<file path="src/rtl/if_stage_controller_pkg.sv">
// rtl/if_stage_controller_pkg.sv - shared fetch-stage types and constants
// Contents:
//   ADDR_W_DEF    default fetch address width
//   NOP_INSTR     encoding loaded into IF/ID on a flush
//   fetch_state_e RUN / REQ / FILL controller states
package if_stage_controller_pkg;

  localparam int unsigned ADDR_W_DEF = 32;

  localparam logic [31:0] NOP_INSTR = 32'h0000_0000;

  typedef enum logic [1:0] {
    ST_RUN  = 2'd0,
    ST_REQ  = 2'd1,
    ST_FILL = 2'd2
  } fetch_state_e;

endpackage

</file>
<file path="src/rtl/if_stage_controller_sat_counter.sv">
// rtl/if_stage_controller_sat_counter.sv - saturating event counter
// Ports:
//   clk_i    clock, rising edge
//   rst_ni   asynchronous active-low reset, clears the count
//   inc_i    count one event this cycle
//   count_o  current count, sticks at all-ones
module sat_counter #(
  parameter int unsigned WIDTH = 16
) (
  input  logic             clk_i,
  input  logic             rst_ni,
  input  logic             inc_i,
  output logic [WIDTH-1:0] count_o
);

  logic [WIDTH-1:0] count_q;
  logic [WIDTH-1:0] count_d;

  always_comb begin
    count_d = count_q;
    if (inc_i && (count_q != '1)) begin
      count_d = count_q + WIDTH'(1);
    end
  end

  always_ff @(posedge clk_i or negedge rst_ni) begin
    if (!rst_ni) begin
      count_q <= '0;
    end else begin
      count_q <= count_d;
    end
  end

  assign count_o = count_q;

endmodule

</file>
<file path="src/rtl/if_stage_controller.sv">
// rtl/if_stage_controller.sv - IF/ID sequencing and I-cache refill control
// Ports:
//   clock, reset_n           clock and asynchronous active-low reset
//   pc_in, hit               fetch PC and its I-cache hit flag
//   hazard_stall             ID load-use stall request
//   branch_taken             EX redirect pulse
//   mem_ack, mem_rdata       refill handshake acknowledge and data
//   pc_write, ifid_write     PC / IF/ID load enables (combinational)
//   ifid_flush               IF/ID loads a NOP (combinational)
//   mem_req, mem_addr        refill request and word-aligned address
//   refill_we, refill_data   one-cycle refill write into the I-cache
//   miss_count               saturating miss counter
module if_stage_controller
  import if_stage_controller_pkg::*;
#(
  parameter int unsigned ADDR_W  = ADDR_W_DEF,
  parameter int unsigned TIMEOUT = 16,
  parameter int unsigned CNT_W   = 16
) (
  input  logic              clock,
  input  logic              reset_n,
  input  logic [ADDR_W-1:0] pc_in,
  input  logic              hit,
  input  logic              hazard_stall,
  input  logic              branch_taken,
  input  logic              mem_ack,
  input  logic [31:0]       mem_rdata,
  output logic              pc_write,
  output logic              ifid_write,
  output logic              ifid_flush,
  output logic              mem_req,
  output logic [ADDR_W-1:0] mem_addr,
  output logic              refill_we,
  output logic [31:0]       refill_data,
  output logic [CNT_W-1:0]  miss_count
);

  localparam int unsigned TIMER_W = (TIMEOUT > 1) ? $clog2(TIMEOUT) : 1;
  localparam logic [TIMER_W-1:0] TIMER_LAST = TIMER_W'(TIMEOUT - 1);

  fetch_state_e      state_q;
  logic              mem_req_q;
  logic [ADDR_W-1:0] mem_addr_q;
  logic              refill_we_q;
  logic [31:0]       refill_data_q;
  logic              abort_q;
  logic [TIMER_W-1:0] timer_q;

  logic miss_start;
  logic unused_pc_lsbs;

  // Byte offset within the word never reaches memory.
  assign unused_pc_lsbs = ^pc_in[1:0];

  // A miss only opens a transaction when no redirect overrides it.
  assign miss_start = (state_q == ST_RUN) && !branch_taken && !hit;

  always_ff @(posedge clock or negedge reset_n) begin
    if (!reset_n) begin
      state_q       <= ST_RUN;
      mem_req_q     <= 1'b0;
      mem_addr_q    <= '0;
      refill_we_q   <= 1'b0;
      refill_data_q <= '0;
      abort_q       <= 1'b0;
      timer_q       <= '0;
    end else begin
      refill_we_q <= 1'b0;
      unique case (state_q)
        ST_RUN: begin
          if (miss_start) begin
            mem_addr_q <= {pc_in[ADDR_W-1:2], 2'b00};
            mem_req_q  <= 1'b1;
            timer_q    <= '0;
            abort_q    <= 1'b0;
            state_q    <= ST_REQ;
          end
        end
        ST_REQ: begin
          // An ack is only meaningful while the request is actually driven.
          if (mem_req_q && mem_ack) begin
            mem_req_q <= 1'b0;
            timer_q   <= '0;
            if (abort_q || branch_taken) begin
              // Redirected fetch: the word is no longer wanted.
              abort_q <= 1'b0;
              state_q <= ST_RUN;
            end else begin
              refill_data_q <= mem_rdata;
              refill_we_q   <= 1'b1;
              state_q       <= ST_FILL;
            end
          end else begin
            if (branch_taken) begin
              abort_q <= 1'b1;
            end
            if (!mem_req_q) begin
              // End of the one-cycle gap after a timeout: re-issue.
              mem_req_q <= 1'b1;
            end else if (timer_q == TIMER_LAST) begin
              mem_req_q <= 1'b0;
              timer_q   <= '0;
            end else begin
              timer_q <= timer_q + TIMER_W'(1);
            end
          end
        end
        ST_FILL: begin
          state_q <= ST_RUN;
        end
        default: begin
          state_q <= ST_RUN;
        end
      endcase
    end
  end

  always_comb begin
    pc_write   = 1'b0;
    ifid_write = 1'b0;
    ifid_flush = 1'b0;
    if (state_q == ST_RUN) begin
      if (branch_taken) begin
        pc_write   = 1'b1;
        ifid_flush = 1'b1;
      end else if (!hit) begin
        ifid_flush = !hazard_stall;
      end else if (!hazard_stall) begin
        pc_write   = 1'b1;
        ifid_write = 1'b1;
      end
    end else begin
      // Waiting on memory: keep the bubble flowing unless ID holds.
      ifid_flush = !hazard_stall;
      if (branch_taken) begin
        pc_write   = 1'b1;
        ifid_flush = 1'b1;
      end
    end
    // The state register sits in RUN during reset; keep enables quiet.
    if (!reset_n) begin
      pc_write   = 1'b0;
      ifid_write = 1'b0;
      ifid_flush = 1'b0;
    end
  end

  sat_counter #(
    .WIDTH (CNT_W)
  ) u_miss_counter (
    .clk_i   (clock),
    .rst_ni  (reset_n),
    .inc_i   (miss_start),
    .count_o (miss_count)
  );

  assign mem_req     = mem_req_q;
  assign mem_addr    = mem_addr_q;
  assign refill_we   = refill_we_q;
  assign refill_data = refill_data_q;

endmodule

</file>
<file path="config.mk">
export PLATFORM = sky130hd
export DESIGN_NAME = if_stage_controller
export DESIGN_NICKNAME = d
export VERILOG_FILES = /design/src/rtl/if_stage_controller_pkg.sv /design/src/rtl/if_stage_controller_sat_counter.sv /design/src/rtl/if_stage_controller.sv
export SDC_FILE = /design/constraint.sdc
export NUM_CORES = 1
export LEC_CHECK = 0
export CORE_MARGIN = 5
export CORE_UTILIZATION = 40
export DETAILED_ROUTE_END_ITERATION = 8
export GPL_TIMING_DRIVEN = 1
export HOLD_SLACK_MARGIN = 0.1
export PLACE_DENSITY_LB_ADDON = 0.2
export SLEW_MARGIN = 40
export SYNTH_ARGS = -nofsm -noshare
export SYNTH_HDL_FRONTEND = slang
export SYNTH_SLANG_ARGS = --single-unit
</file>
<file path="constraint.sdc">
create_clock -name clock -period 2.45 [get_ports clock]
set_input_delay 0.245 -clock clock [delete_from_list [all_inputs] [get_ports clock]]
set_output_delay 0.245 -clock clock [all_outputs]
set_load 0.05 [all_outputs]
</file>
==> summary.md <==
| Metric | Value |
|---|---|
| GRT Resource Usage Total | 0.1596 |
| Number of global-route vias before repair | 3,038 |
| Pin count of the biggest net entering global routing | 56 |
| Hold Crit Endpoint | mem_addr[29] |
| Die width | 104.2 um |
| Die height | 104.2 um |
| Status | complete, no violations |
| Wirelength per Cell | 14.36 um |
| Die area | 10,850 um^2 |
| Commonest non-fill, non-tap cell in the layout | clkdlybuf4s50_1 |
| Mapped Cells | 320 |
| Family with the most delay on the worst path | buffers and inverters |
| Largest stage delay on the critical path | 0.57 ns |
| H-Tree Depth | 3 |
| Ratio of cells with drive above 1 in the final layout | 0.07660 |
| Crit path buffers/inverters | 3 |
| Netlist cell types | 34 |
| Worst r2r src | state_q[0] |
| Sink Count | 87 |
| Flops & latches, synth | 87 |
| Initial antenna violation count | 0 |
| Std-Cell Rows | 34 |
| Register area share after synthesis | 0.6135 |
| Final instance area | 5418 um^2 |
| Final min period | 1.985 ns |
| ANT cells | 0 |
| # DRC | 0 |
| Routed WL | 8487 um |
| R2R Path End | u_miss_counter.count_o[12] |
| Syn-to-layout area delta | 52.68% |
| Congestion Overflow GR | 0 |
| Max Transition Viols Final | 0 |
| Critical Path RT | 2.20 ns |
| Normalized max-slew margin | 0.5525 |
| Worst hold path depth | 3 |
| Post-Syn Area | 3548 um^2 |
| Crit Path Class | primary input to output pin |
| Core Area | 8678 um^2 |
| Most numerous cell on the critical path | buf_4 |
| Reg2reg path depth | 4 |
| MaxCap Viol Count | 0 |
| CP max FO | 36 |
| # fillers | 709 |
| Syn avg cell area | 11.09 um^2 |
| Internal reg-to-reg setup slack | 0.55 ns |
| Worst-Margin Slew | 0.6713 ns |
| Post-DP HPWL | 6324 um |
| CTS tree | yes |
| Port Buffer Count | 150 |
| Clk Latency, worst-skew pair | 0.34 ns |
| CP cell instances | dlygate4sd3_1, buf_4, nor4b_2, buf_4 |
| Avg Vias per Cell | 4.809 |
| Num CTS Buffers | 9 |
| Worst setup margin | 0.4648 ns |
| I/O Pins | 155 |
| RSZ-0062 raised after global routing | no |
| GP Congestion | 0.7906 |
| Critical path endpoint category | output pin |
| Most frequent cells in the layout | clkdlybuf4s50_1 (146), nand2_1 (105), dfrtp_1 (87) |
| Remaining antenna violation count | 0 |
| Crit. path cell count | 4 |
| Overall power | 7.529 mW |
| Sequential Area | 2177 um^2 |
| Startpoint types | primary input |
| Fmax | 0.5037 GHz |
| Final Hold Fails | 0 |
| Setup violators final | 0 |
| Deepest clock path buffer count | 2 |
| Hold WC Path Type | primary input to register |
| Setup TNS | 0 ns |
| Starting Density | 0.4089 |
| EDFF count, synth | 0 |
| Leakage | 2.489 nW |
| Clock transition at path regs | 0.09 ns |
| Final worst-path cycle share | 0.8103 |
| 1st-pass router iterations | 4 |
| Vias | 2,842 |
| Worst-case clock skew | 0.01339 ns |
| Iter 0 DRT Violations | 109 |
| Critical Path Slowest Stage Cell | dlygate4sd3_1 |
| VDD IR max | 0.0009068 V |
| Multi-input logic area | 1315 um^2 |
| Main synth FF type | dfrtp_1 |
| Hold Path Origin | pc_in[29] |
| Final Net Count | 550 |
| Pwr/cell area | 1390 nW/um^2 |
| Worst Path Arrival | 1.74 ns |
| YS warnings | 0 |
| Async set or reset register ratio after synthesis | 1.000 |
| First-pass GRT wire length | 14,410 um |
| Placed cell area | 5197 um^2 |
| DP Worst Slack | 0.3257 ns |
| Root Driver | clkbuf_8 |
stage by stage:
stage / cells / hold slack, ns / util
2_1_floorplan: 321 / -0.05059 / -
3_3_place_gp: 574 / 0.2252 / 0.5989
3_5_place_dp: 574 / 0.2278 / 0.5989
4_1_cts: 591 / 0.4010 / 0.6243
5_1_grt: 591 / 0.4170 / 0.6243
6_report: 591 / 0.4218 / 0.6243
worst reg2reg max path: stages (launching register included):
cell and delay (ns):
dfrtp_1 0.43, or4_1 0.63, or3_4 0.46, nor3_2 0.18, xor2_1 0.15
state kept, by name, indices dropped and copies added, names as in the netlist:
| register | count |
|---|---|
| abort_q | 1 |
| mem_addr | 30 |
| mem_req | 1 |
| refill_data | 32 |
| refill_we | 1 |
| state_q | 2 |
| timer_q | 4 |
| u_miss_counter.count_o | 16 |
kinds of logic (layout without fill, tap and decap cells):
logic type / after synthesis / in the layout / share of synthesized area
multiplexers: 33 / 33 / 0.1047
flip-flops: 87 / 87 / 0.6135
buffers and inverters: 17 / 179 / 0.02045
AND/OR/NAND/NOR: 152 / 152 / 0.1943
other: 1 / 2 / 0.001057
adder cells (fa/ha/maj): 2 / 2 / 0.007051
AO/OA/AOI/OAI: 13 / 13 / 0.02186
XOR/XNOR: 15 / 15 / 0.03703
layout make-up:
cell class,count,area share
multi-input combinational,217,0.2427
sequential,87,0.4018
tap,108,0.02494
clock inverter,2,0.006928
inverter,3,0.002079
clock buffer,14,0.03187
timing repair buffer,160,0.2896
synthesized netlist by cell type, drive strengths merged (2+ instances only):
cell,instances,area [um^2]
nor4b,3,26.28
buf,4,23.76
nor3,8,55.05
o21a,2,15.01
and3,4,25.02
xor2,15,131.4
nand2b,2,12.51
inv,3,11.26
nor4,6,37.54
a31oi,2,12.51
nand3,5,25.02
or4,2,15.01
a21oi,4,20.02
o21ai,3,15.01
nand2,105,394.1
dfrtp,87,2177
clkbuf,10,37.54
ha,2,25.02
nor2,6,22.52
nand4,6,37.54
mux2,33,371.6
power breakdown:
group	switching (mW)	internal (mW)
sequential	0.362	2.02
clock	0.470	0.557
combinational	2.73	1.39
per-layer routing:
layer / wire length (um) / up-vias / global-route usage
met4: 98 / 0 / 0.05365
met5: 0 / - / 0
li1: - / 1374 / -
met1: 3704 / 1343 / 0.1944
met3: 928 / 9 / 0.07635
met2: 3755 / 116 / 0.2486
worst max path at each step:
stage / slack, ns / endpoint / startpoint
6_report: 0.46 / ifid_write / reset_n
2_1_floorplan: 0.39 / u_miss_counter.count_o[6] / u_miss_counter.count_o[0]
5_1_grt: 0.35 / ifid_write / reset_n
3_3_place_gp: 0.36 / u_miss_counter.count_o[12] / branch_taken
4_1_cts: 0.44 / ifid_write / reset_n
3_5_place_dp: 0.33 / u_miss_counter.count_o[12] / branch_taken
what timing repair did:
action | CTS | global route
hold buffers | 1 | 0
endpoints found under the hold margin | 32 | 0
setup buffers | 0 | 0
resized for setup | 0 | 0
(Power assumes the default switching activity.)
